--- src/rtl/atm_session_ctrl.sv ---
// rtl/atm_session_ctrl.sv - ATM customer session sequencer and sole writer of the account balance.
// Three-process FSM; every output is registered and pulses in the cycle after its causing edge.
module atm_session_ctrl #(
  parameter int MAX_TRIES   = 3,
  parameter int TIMEOUT_CYC = 255
) (
  input  logic       clk,
  input  logic       rst,
  input  logic [7:0] cardno,
  input  logic [3:0] pin,
  input  logic       pin_valid,
  input  logic [3:0] correct_pin,
  input  logic       language,
  input  logic       lang_valid,
  input  logic [1:0] service,
  input  logic       svc_valid,
  input  logic [4:0] amount,
  input  logic       amt_valid,
  input  logic       confirm,
  input  logic       cancel,
  input  logic [4:0] balance,
  output logic [3:0] state_o,
  output logic       lang_o,
  output logic [4:0] bal_o,
  output logic       bal_we,
  output logic [4:0] new_balance,
  output logic       dispense,
  output logic       accept_cash,
  output logic [4:0] amt_o,
  output logic [1:0] err_o,
  output logic       card_eject,
  output logic       card_retain
);

  localparam logic [3:0] S_IDLE    = 4'b0000;
  localparam logic [3:0] S_LANG    = 4'b0001;
  localparam logic [3:0] S_PIN     = 4'b0010;
  localparam logic [3:0] S_SERVICE = 4'b0011;
  localparam logic [3:0] S_AMOUNT  = 4'b0100;
  localparam logic [3:0] S_ANOTHER = 4'b0101;
  localparam logic [3:0] S_BALANCE = 4'b0110;
  localparam logic [3:0] S_CONFIRM = 4'b0111;
  localparam logic [3:0] S_EJECT   = 4'b1000;
  localparam logic [3:0] S_RETAIN  = 4'b1001;

  localparam logic [15:0] TIMER_LAST = 16'(TIMEOUT_CYC - 1);
  localparam logic [2:0]  TRIES_LAST = 3'(MAX_TRIES - 1);

  logic [3:0]  state, state_d;
  logic [2:0]  tries, tries_d;
  logic [15:0] timer, timer_d;
  logic        kind_wd, kind_wd_d;
  logic        lang_d, bal_we_d, dispense_d, accept_d, eject_d, retain_d;
  logic [4:0]  bal_d, nb_d, amt_d;
  logic [1:0]  err_d;

  logic        active, abort, timeout, strobe, live, pin_ok, pin_bad;
  logic [5:0]  sum;
  logic [4:0]  diff;

  assign state_o = state;
  assign active  = (state != S_IDLE) && (state != S_EJECT) && (state != S_RETAIN);
  assign abort   = cancel || (cardno == 8'd0);
  assign timeout = (timer == TIMER_LAST);
  assign strobe  = pin_valid || lang_valid || svc_valid || amt_valid || confirm;
  // live: the cycle belongs to normal strobe handling, not to cancel/removal/timeout
  assign live    = active && !abort && !timeout;
  assign pin_ok  = pin_valid && (pin == correct_pin);
  assign pin_bad = pin_valid && (pin != correct_pin);
  assign sum     = {1'b0, bal_o} + {1'b0, amt_o};
  assign diff    = bal_o - amt_o;

  always_ff @(posedge clk) begin
    if (rst) begin
      state       <= S_IDLE;
      tries       <= 3'd0;
      timer       <= 16'd0;
      kind_wd     <= 1'b0;
      lang_o      <= 1'b0;
      bal_o       <= 5'd0;
      bal_we      <= 1'b0;
      new_balance <= 5'd0;
      dispense    <= 1'b0;
      accept_cash <= 1'b0;
      amt_o       <= 5'd0;
      err_o       <= 2'b00;
      card_eject  <= 1'b0;
      card_retain <= 1'b0;
    end else begin
      state       <= state_d;
      tries       <= tries_d;
      timer       <= timer_d;
      kind_wd     <= kind_wd_d;
      lang_o      <= lang_d;
      bal_o       <= bal_d;
      bal_we      <= bal_we_d;
      new_balance <= nb_d;
      dispense    <= dispense_d;
      accept_cash <= accept_d;
      amt_o       <= amt_d;
      err_o       <= err_d;
      card_eject  <= eject_d;
      card_retain <= retain_d;
    end
  end

  always_comb begin
    state_d = state;
    case (state)
      S_IDLE: if (cardno != 8'd0) state_d = S_PIN;
      // card must be physically removed before a new session may start
      S_EJECT, S_RETAIN: if (cardno == 8'd0) state_d = S_IDLE;
      default: begin
        if (abort || timeout) begin
          state_d = S_EJECT;
        end else begin
          case (state)
            S_PIN: begin
              if (pin_ok) state_d = S_LANG;
              else if (pin_bad && (tries == TRIES_LAST)) state_d = S_RETAIN;
            end
            S_LANG:    if (lang_valid) state_d = S_SERVICE;
            S_SERVICE: begin
              if (svc_valid) begin
                case (service)
                  2'b00:   state_d = S_BALANCE;
                  2'b11:   state_d = S_EJECT;
                  default: state_d = S_AMOUNT;
                endcase
              end
            end
            S_AMOUNT:  if (amt_valid && (amount != 5'd0)) state_d = S_CONFIRM;
            S_CONFIRM: if (confirm) state_d = S_ANOTHER;
            S_BALANCE: state_d = S_ANOTHER;
            S_ANOTHER: if (confirm) state_d = S_SERVICE;
            default:   state_d = S_IDLE;
          endcase
        end
      end
    endcase
  end

  always_comb begin
    tries_d    = tries;
    kind_wd_d  = kind_wd;
    lang_d     = lang_o;
    bal_d      = bal_o;
    nb_d       = new_balance;
    amt_d      = amt_o;
    err_d      = err_o;
    bal_we_d   = 1'b0;
    dispense_d = 1'b0;
    accept_d   = 1'b0;
    eject_d    = (state_d == S_EJECT)  && (state != S_EJECT);
    retain_d   = (state_d == S_RETAIN) && (state != S_RETAIN);
    timer_d    = (!active || strobe || (state_d != state)) ? 16'd0 : timer + 16'd1;

    if ((state == S_IDLE) && (cardno != 8'd0)) begin
      tries_d = 3'd0;
      err_d   = 2'b00;
    end

    if (live) begin
      if (strobe) err_d = 2'b00;
      case (state)
        S_PIN: begin
          if (pin_ok) bal_d = balance;
          else if (pin_bad) tries_d = tries + 3'd1;
        end
        S_LANG: if (lang_valid) lang_d = language;
        S_SERVICE: if (svc_valid && (service[1] != service[0])) kind_wd_d = service[1];
        S_AMOUNT: begin
          if (amt_valid) begin
            if (amount == 5'd0) err_d = 2'b11;
            else amt_d = amount;
          end
        end
        S_CONFIRM: begin
          if (confirm) begin
            if (kind_wd) begin
              if (amt_o > bal_o) begin
                err_d = 2'b01;
              end else begin
                bal_we_d   = 1'b1;
                nb_d       = diff;
                bal_d      = diff;
                dispense_d = 1'b1;
              end
            end else begin
              if (sum[5]) begin
                err_d = 2'b10;
              end else begin
                bal_we_d = 1'b1;
                nb_d     = sum[4:0];
                bal_d    = sum[4:0];
                accept_d = 1'b1;
              end
            end
          end
        end
        default: ;
      endcase
    end
  end

endmodule
--- config.mk ---
export PLATFORM = sky130hd
export DESIGN_NAME = atm_session_ctrl
export DESIGN_NICKNAME = d
export VERILOG_FILES = /design/src/rtl/atm_session_ctrl.sv
export SDC_FILE = /design/constraint.sdc
export NUM_CORES = 1
export LEC_CHECK = 0
export CAP_MARGIN = 20
export CORE_UTILIZATION = 57
export CTS_BUF_LIST = sky130_fd_sc_hd__clkbuf_8
export CTS_CLUSTER_SIZE = 8
export DETAILED_ROUTE_END_ITERATION = 8
export PLACE_DENSITY = 0.89
export RECOVER_POWER = 25
export SKIP_LAST_GASP = 1
export SYNTH_ARGS = -nofsm -noshare
export SYNTH_HDL_FRONTEND = slang
export SYNTH_SLANG_ARGS = --single-unit
--- constraint.sdc ---
create_clock -name clk -period 4.18 [get_ports clk]
set_clock_uncertainty 0.05 [all_clocks]
set_input_delay 0.836 -clock clk [delete_from_list [all_inputs] [get_ports clk]]
set_output_delay 0.836 -clock clk [all_outputs]
set_load 0.02 [all_outputs]
==> run metrics <==
final instance area=3650 um^2; Remaining Overflow, GRT=0; Hold Path End=err_o[0]; Buffers & Inverters on Critical Path=1; CP required=~4.3 ns; final worst-path cycle share=0.725; Crit-path slowest cell=or4_1; commonest non-fill, non-tap cell in the layout=dfxtp_1; TritonCTS clock tree=built; critical path's top delay family=simple AND/OR/NAND/NOR gates; Fin. Hold Viols=0; Total Power=837 uW; FFs w/ async S/R, synth=0; reg-to-reg slack, setup=1.38 ns; CP Cell Sequence=clkdlybuf4s50_1 -> nor4_1 -> and2_0 -> or4_1 -> a311oi_4 -> o211a_1 -> nor3_1; # Post-CTS Setup Buffers=0; Post-Syn Instances=333; syn_area_per_cell=8.70 um^2; initial antenna violation count=0; worst skew pair latency=0.30 ns; first-pass GRT wire length=around 11000 um; setup TNS=0 ns; dpl cells=454; Net count, final=approximately 450; Via Count=2597; max-capacitance violation count=0; Setup Viol. Count Final=0; YS warnings=0; vias in the first global route=2433; clk root buf=clkbuf_8; worst min-delay path category=reg -> reg; Finished Layout Cells=between 400 and 500; CP arrival=3.16 ns; core area=4820 um^2; Power Density=230 nW/um^2; Iteration-0 DRC Markers=177; Post-CTS Resized=0; number of synthesized flops with an enable pin=0; Syn Std Cell Area=2900 um^2; H-tree levels=2; Port Buffer Count=63; critical path launch point type=primary input; Max rail drop VDD=roughly 150 uV; predominant post-synthesis flop cell=dfxtp_1; hold path start=err_o[0]; Reg2Reg Depth=6; met2 global-route usage=0.439; CTS clk-pin slew, worst paths=0.09 ns; Post-DP HPWL=4860 um; Die ar.=around 5400 um^2; met3 Track Usage GR=0.0508; ant diodes=0; outcome=finished, final reports clean; most frequent cells in the layout=47 x dfxtp_1, 46 x clkdlybuf4s50_1, 42 x nor2_1, 23 x nand2_1, 22 x inv_1; layout cells sized above 1=0.0886; number of synthesized register bits=47; gpl congestion=about 0.9; clock sinks=47; pins over their slew limit=0; final WL=6570 um; busiest grt layer=met2; maximum clock path buffer count=2; Worst setup EP type=register; crit path max fanout=9; global-route usage over all layers=0.261; Area Overhead vs Synth=25.8%; Die Span X=73.3 um; CTS Hold Bufs=0; Die Ht=73.3 um; Residual DRC=0; Starting Density=0.602; clock period minus worst slack=3.03 ns; Worst-Margin Slew=about 0.58 ns; largest net degree at the start of global routing=31; post-DR wirelength/cell=14.2 um; WHS Path Cells=2; IO Count=64; met1 Use GR=0.327; unrepaired setup endpoints after global routing=false; Num CTS Buffers=5; Setup crit start=cardno[0]; Crit path depth=7; kind of critical path=in -> reg; CP peak stage delay=0.74 ns; leakage=0.00140 uW; max_slew headroom=0.611; vias per std cell=5.62; dpl cell area=3560 um^2; std cell rows=25; Reg-to-Reg End=bal_o[3]; Seq/Total Area, Yosys=0.325; fmax=330 MHz; drt pass-1 iters=4; Cell variety after synth=64; Critical R2R Launch=state_o[0]; syn_nets=388; post-route ant nets=0
## metrics by stage
stage | worst slack (ns) | util | hold WS, ns
final | 1.15 | 0.757 | 0.414
after global routing | 0.994 | 0.757 | 0.466
after CTS | 1.18 | 0.757 | 0.415
after global placement | 0.914 | 0.739 | 0.395
after floorplan | 1.59 | - | 0.397
after detailed placement | 0.861 | 0.739 | 0.403
## Yosys cell counts, types with 2 or more instances
cell / count / share of area
dfxtp_1: 47 / 0.32
nor2_1: 42 / 0.054
nand2_1: 23 / 0.030
inv_1: 21 / 0.027
ha_1: 16 / 0.069
nand3_1: 16 / 0.028
xor2_1: 14 / 0.042
mux2i_1: 11 / 0.038
o21ai_0: 11 / 0.019
nor2_2: 10 / 0.022
a21oi_1: 8 / 0.014
and3_1: 8 / 0.017
nor2b_1: 8 / 0.017
nor3_1: 7 / 0.012
xnor2_1: 7 / 0.021
a211oi_1: 6 / 0.016
nor4_1: 6 / 0.013
clkbuf_1: 4 / 0.0052
nand4_1: 4 / 0.0086
or3_1: 4 / 0.0086
a2bb2oi_1: 3 / 0.0091
nand2b_1: 3 / 0.0065
or4_1: 3 / 0.0078
a31oi_1: 2 / 0.0043
and4_1: 2 / 0.0060
buf_2: 2 / 0.0035
buf_4: 2 / 0.0052
fa_1: 2 / 0.014
mux2_1: 2 / 0.0078
nor3_2: 2 / 0.0069
nor4_4: 2 / 0.015
o211a_1: 2 / 0.0069
o21a_1: 2 / 0.0052
## worst register-to-register path, delay by kind of cell (launching register included)
kind / cells / cell delay, ns
and+or+nand+nor: 4 / 1.19
AOI/OAI and AO/OA: 2 / 0.83
DFF: 1 / 0.61
## area by class of cell
| cell class | count | area [um^2] |
|---|---|---|
| clock buffer | 5 | 68.8 |
| clock inverter | 3 | 16.3 |
| fill | 383 | 1170 |
| inverter | 21 | 78.8 |
| multi-input combinational | 255 | 1820 |
| sequential | 47 | 941 |
| tap | 67 | 83.8 |
| timing repair buffer | 64 | 638 |
## per-layer routing
metal	vias to the layer above	wire length, um
met5	-	0
met4	0	131
met3	14	468
met2	103	3170
met1	1197	2800
li1	1283	-
## flip-flops by register name (all words and copies together) (netlist names)
register     flops
tries            3
bal_we           1
card_eject       1
dispense         1
state_o          4
bal_o            5
accept_cash      1
err_o            2
new_balance      5
kind_wd          1
card_retain      1
amt_o            5
timer           16
lang_o           1
## report_power, final
| part | total [uW] | leakage [uW] | internal [uW] | switching [uW] |
|---|---|---|---|---|
| Clock | 268 | 0.0000453 | 115 | 153 |
| Combinational | 112 | 0.000974 | 58.1 | 53.6 |
| Sequential | 458 | 0.000379 | 450 | 7.45 |
| Total | 837 | 0.00140 | 623 | 214 |
## cell families (layout without fill, tap and decap cells)
family                     after synthesis  count (layout)  synth area share
DFF                                     47              47             0.325
buffers and inverters                   31              93            0.0475
AOI/OAI and AO/OA                       48              48             0.123
adders and majority gates               18              18            0.0829
muxes                                   14              14            0.0497
xor gates and xnor gates                22              22            0.0691
and+or+nand+nor                        153             153             0.304
## how the worst max path moves through the flow
stage	to	slack, ns
floorplan	new_balance[3]	1.59
global placement	new_balance[3]	0.91
detailed placement	new_balance[3]	0.86
CTS	new_balance[3]	1.18
global route	timer[12]	0.99
finish	bal_o[3]	1.15
Power figures use the tool's default switching activity.
